[config.mk]
export PLATFORM = sky130hd
export DESIGN_NAME = core_scheduler
export DESIGN_NICKNAME = d
export VERILOG_FILES = /design/src/rtl/core_scheduler.sv
export SDC_FILE = /design/constraint.sdc
export NUM_CORES = 1
export LEC_CHECK = 0
export CORE_UTILIZATION = 35
export DETAILED_ROUTE_END_ITERATION = 10
export SYNTH_ARGS = -nofsm -noshare
export SYNTH_HDL_FRONTEND = slang
export SYNTH_SLANG_ARGS = --single-unit
[constraint.sdc]
create_clock -name clk -period 4.7 [get_ports clk]
set_clock_uncertainty 0.1 [all_clocks]
set_input_delay 0.705 -clock clk [delete_from_list [all_inputs] [get_ports clk]]
set_output_delay 0.705 -clock clk [all_outputs]
set_load 0.02 [all_outputs]
[src/rtl/core_scheduler.sv]
// Per-core instruction scheduler: walks each instruction through
// FETCH/DECODE/REQUEST/WAIT/EXECUTE/UPDATE and keeps per-run cycle/instruction counters.
`timescale 1ns/1ps
module core_scheduler #(
  parameter int THREADS = 4,
  parameter int PC_BITS = 8
) (
  input  logic                          clk,
  input  logic                          reset,
  input  logic                          start,
  input  logic [$clog2(THREADS):0]      thread_count,
  input  logic [2:0]                    fetcher_state,
  input  logic                          decoded_ret,
  input  logic [2*THREADS-1:0]          lsu_state,
  input  logic [PC_BITS*THREADS-1:0]    next_pc,
  output logic [2:0]                    core_state,
  output logic [PC_BITS-1:0]            current_pc,
  output logic                          done,
  output logic [15:0]                   cycle_count,
  output logic [15:0]                   instr_count
);

  localparam int TCW = $clog2(THREADS) + 1;

  typedef enum logic [2:0] {
    S_IDLE    = 3'b000,
    S_FETCH   = 3'b001,
    S_DECODE  = 3'b010,
    S_REQUEST = 3'b011,
    S_WAIT    = 3'b100,
    S_EXECUTE = 3'b101,
    S_UPDATE  = 3'b110,
    S_DONE    = 3'b111
  } state_e;

  state_e               state_q, state_d;
  logic [PC_BITS-1:0]   pc_q, pc_d;
  logic                 done_q, done_d;
  logic [15:0]          cyc_q, cyc_d;
  logic [15:0]          instr_q, instr_d;
  logic [TCW-1:0]       tc_q, tc_d;
  logic                 lsu_busy;

  // Only slot 0 of next_pc steers the shared PC; the other lanes are carried for the datapath.
  logic [PC_BITS*THREADS-1:0] unused_next_pc;
  assign unused_next_pc = next_pc;

  always_comb begin
    lsu_busy = 1'b0;
    for (int unsigned i = 0; i < THREADS; i++) begin
      if (i < 32'(tc_q) &&
          (lsu_state[2*i +: 2] == 2'b01 || lsu_state[2*i +: 2] == 2'b10))
        lsu_busy = 1'b1;
    end
  end

  always_comb begin
    state_d = state_q;
    pc_d    = pc_q;
    done_d  = done_q;
    cyc_d   = cyc_q;
    instr_d = instr_q;
    tc_d    = tc_q;

    if (state_q != S_IDLE && state_q != S_DONE && cyc_q != '1)
      cyc_d = cyc_q + 16'd1;

    case (state_q)
      S_IDLE: begin
        if (start) begin
          tc_d    = thread_count;
          pc_d    = '0;
          cyc_d   = '0;
          instr_d = '0;
          if (thread_count != '0) begin
            state_d = S_FETCH;
          end else begin
            state_d = S_DONE;
            done_d  = 1'b1;
          end
        end
      end
      S_FETCH:   if (fetcher_state == 3'b010) state_d = S_DECODE;
      S_DECODE:  state_d = S_REQUEST;
      S_REQUEST: state_d = S_WAIT;
      S_WAIT:    if (!lsu_busy) state_d = S_EXECUTE;
      S_EXECUTE: state_d = S_UPDATE;
      S_UPDATE: begin
        if (instr_q != '1) instr_d = instr_q + 16'd1;
        if (decoded_ret) begin
          state_d = S_DONE;
          done_d  = 1'b1;
        end else begin
          pc_d    = next_pc[PC_BITS-1:0];
          state_d = S_FETCH;
        end
      end
      S_DONE: begin
        if (!start) begin
          state_d = S_IDLE;
          done_d  = 1'b0;
        end
      end
    endcase
  end

  always_ff @(posedge clk or negedge reset) begin
    if (!reset) begin
      state_q <= S_IDLE;
      pc_q    <= '0;
      done_q  <= 1'b0;
      cyc_q   <= '0;
      instr_q <= '0;
      tc_q    <= '0;
    end else begin
      state_q <= state_d;
      pc_q    <= pc_d;
      done_q  <= done_d;
      cyc_q   <= cyc_d;
      instr_q <= instr_d;
      tc_q    <= tc_d;
    end
  end

  assign core_state  = state_q;
  assign current_pc  = pc_q;
  assign done        = done_q;
  assign cycle_count = cyc_q;
  assign instr_count = instr_q;

endmodule

==> results.txt <==
Status: complete, no violations
Final wirelength: 6.471 mm
Crit path from: start
CTS buffer count: 5
Max VDD drop: 302.3 uV
First-pass DRT Iterations: 5
Max-slew headroom: 24.94%
Clock tree buffer depth: 2
Synth top area cells: dfrtp_1 44%, mux2i_1 5.6%, nand2_1 5.6%
Leading area contributor after synthesis: dfrtp_1
Per-cell routed wire length: 14.44 um
Post-route antenna net violation count: 0
Final worst-path cycle share: 61.99%
RSZ-0062 raised after global routing: false
Die area: 8008 um^2
Hpwl dp: 4.545 mm
Overflow after GRT: 0
Row Count: 31
Vias per cell: 5.453
Max stage delay on crit path: 0.95 ns
MaxCap Viol Count: 0
Worst skew pair latency: 0.30 ns
Top-count cell post-synth: dfrtp_1
Layout cell share with drive strength beyond 1: 5.158%
CP required: 4.79 ns
Overall die width: 89.49 um
DIE HEIGHT: 89.49 um
Slew Limit Fails: 0
Type of the tightest min-delay check: in -> async
Least-Margin Pin Slew: 1.116 ns
Startpoint Class: primary input
Layout area overhead: 31.95%
I/O Buffers: 69
Initial antenna violation count: 0
Final Hold Violating Endpoints: 0
Power Dens Cells: 484.4 nW/um^2
Async SR Flop Fraction: 100.0%
Core footprint: 7331 um^2
Number of global-route vias before repair: 2258
Top-area cell type share of the netlist area: 43.90%
H-tree lvl count: 2
Ant diodes: 0
Largest net degree at the start of global routing: 48
R2R Path Start: core_state[1]
Worst Path Max Fanout: 31
Achievable frequency: 0.3432 GHz
Syn_area_per_cell: 9.466 um^2
Detailed-route DRC error count: 0
Crit path cell chain: clkdlybuf4s50_1, or4b_1, a211oi_1, nand4_1, mux2i_1
Critical Path Slowest Stage Cell: or4b_1
Final setup vio count: 0
Cells after Synth: 283
Post-synthesis sequential area ratio: 43.90%
CTS tree: built
Clock sink total: 47
Area of the mapped netlist: 2679 um^2
Distinct cell type count after synthesis: 50
Nets@finish: 400
Root buf cell: clkbuf_8
Synth cell count leaders: 47 x dfrtp_1, 40 x nand2_1, 15 x mux2i_1
Drt initial violations: 132
Post-Layout Inst Area: 3535 um^2
Global-route wire length before repair: 10.76 mm
Leakage: 1.458 nW
Setup bufs post-CTS: 0
Clk slew on worst S/H paths: 0.09 ns
CTS resizes: 0
Initial Util: 36.54%
Setup TNS: 0 ns
Vias: 2443
Critical Path AT: 3.01 ns
Worst setup EP type: flop
CTS hold repair buffers: 0
Syn Nets: 335
Setup Crit Path Kind: in -> reg
Io pins: 94
EDFF count, synth: 0
GP Congestion: 0.8533
Minimum clock period: 2.914 ns
FF+latch count, synth: 47
DP Area: 3431 um^2
Tot GR Track Use: 17.21%
Yosys warning total: 0
Top_reg_cell synth: dfrtp_1
-- power breakdown --
part	total (mW)	internal (mW)	leakage, nW	switching, mW
Clock	0.276	0.134	0.0505	0.142
Sequential	0.696	0.522	0.622	0.173
Combinational	0.741	0.363	0.785	0.378
-- flip-flops by register name, summed over array words and instances (netlist names) --
signal and cells:
core_state 3, current_pc 8, tc_q 3, done 1, instr_count 16, cycle_count 16
-- per-layer routing --
| metal | routed length, um | part of all wire (%) | vias to the layer above | track usage (%) |
|---|---|---|---|---|
| met5 | 0 | 0 | - | 0 |
| met4 | 38 | 0.59 | 0 | 3.896 |
| met3 | 285 | 4.4 | 4 | 3.324 |
| met2 | 3024 | 47 | 59 | 28.45 |
| met1 | 3124 | 48 | 1161 | 23.37 |
| li1 | - | - | 1219 | - |
-- worst paths after layout --
kind	to	slack [ns]	cells past startpoint
min	cycle_count[9]	0.39	2
max	instr_count[14]	1.79	5
min reg2reg	cycle_count[6]	0.40	1
max reg2reg	instr_count[14]	2.10	4
min in group clk	cycle_count[6]	0.40	1
max in group asynchronous	instr_count[2]	3.70	2
-- layout by cell type (no fill, tap or decap), types with 3 or more instances in the layout --
cell type / instances
clkdlybuf4s50_1: 68
dfrtp_1: 47
nand2_1: 40
mux2i_1: 15
o21ai_0: 13
a21oi_1: 12
nand3_1: 10
nor2_1: 10
a22o_1: 10
nand2b_1: 9
nand4_1: 8
nor3_1: 7
or4_1: 7
nor4_1: 7
o31ai_1: 7
clkbuf_8: 7
inv_1: 6
and4_1: 5
and3_1: 5
o211ai_1: 5
o21a_1: 4
o221ai_1: 4
and2_1: 3
a31oi_1: 3
-- layout make-up --
type                            instances  area (um^2)
Sequential cell                        47         1176
Multi-Input combinational cell        217         1408
Timing Repair Buffer                   71        700.7
Tap cell                               99        123.9
Inverter                                6        22.52
Clock buffer                            7        96.34
Fill cell                             693         3796
Clock inverter                          1        7.507
-- metrics by stage --
stage                     total power, mW  hold slack (ns)  setup WS [ns]  instances  utilization, %
after floorplan                     1.128           0.3094          2.360        283               -
after global placement              1.434           0.3857          1.426        440           46.80
after detailed placement            1.447           0.3851          1.436        440           46.80
after CTS                           1.729           0.4059          1.771        448           48.22
after global routing                1.834           0.4281          1.621        448           48.22
final                               1.712           0.3902          1.786        448           48.22
-- critical path, delay by kind of cell --
kind            cells  cell delay (ns)
simple gates        2             1.11
mux                 1             0.14
buf+inv             1             0.59
compound gates      1             0.44
-- logic make-up (layout without fill, tap and decap cells) --
| group | Yosys count | after routing | synth area share, % |
|---|---|---|---|
| and+or+nand+nor | 125 | 125 | 25.92 |
| AOI/OAI and AO/OA | 70 | 70 | 18.36 |
| DFF | 47 | 47 | 43.90 |
| buffers and inverters | 19 | 85 | 3.549 |
| muxes | 16 | 16 | 6.025 |
| xor gates and xnor gates | 4 | 4 | 1.308 |
| adders and majority gates | 2 | 2 | 0.9340 |
No activity file was read; power rests on OpenSTA's default activity.
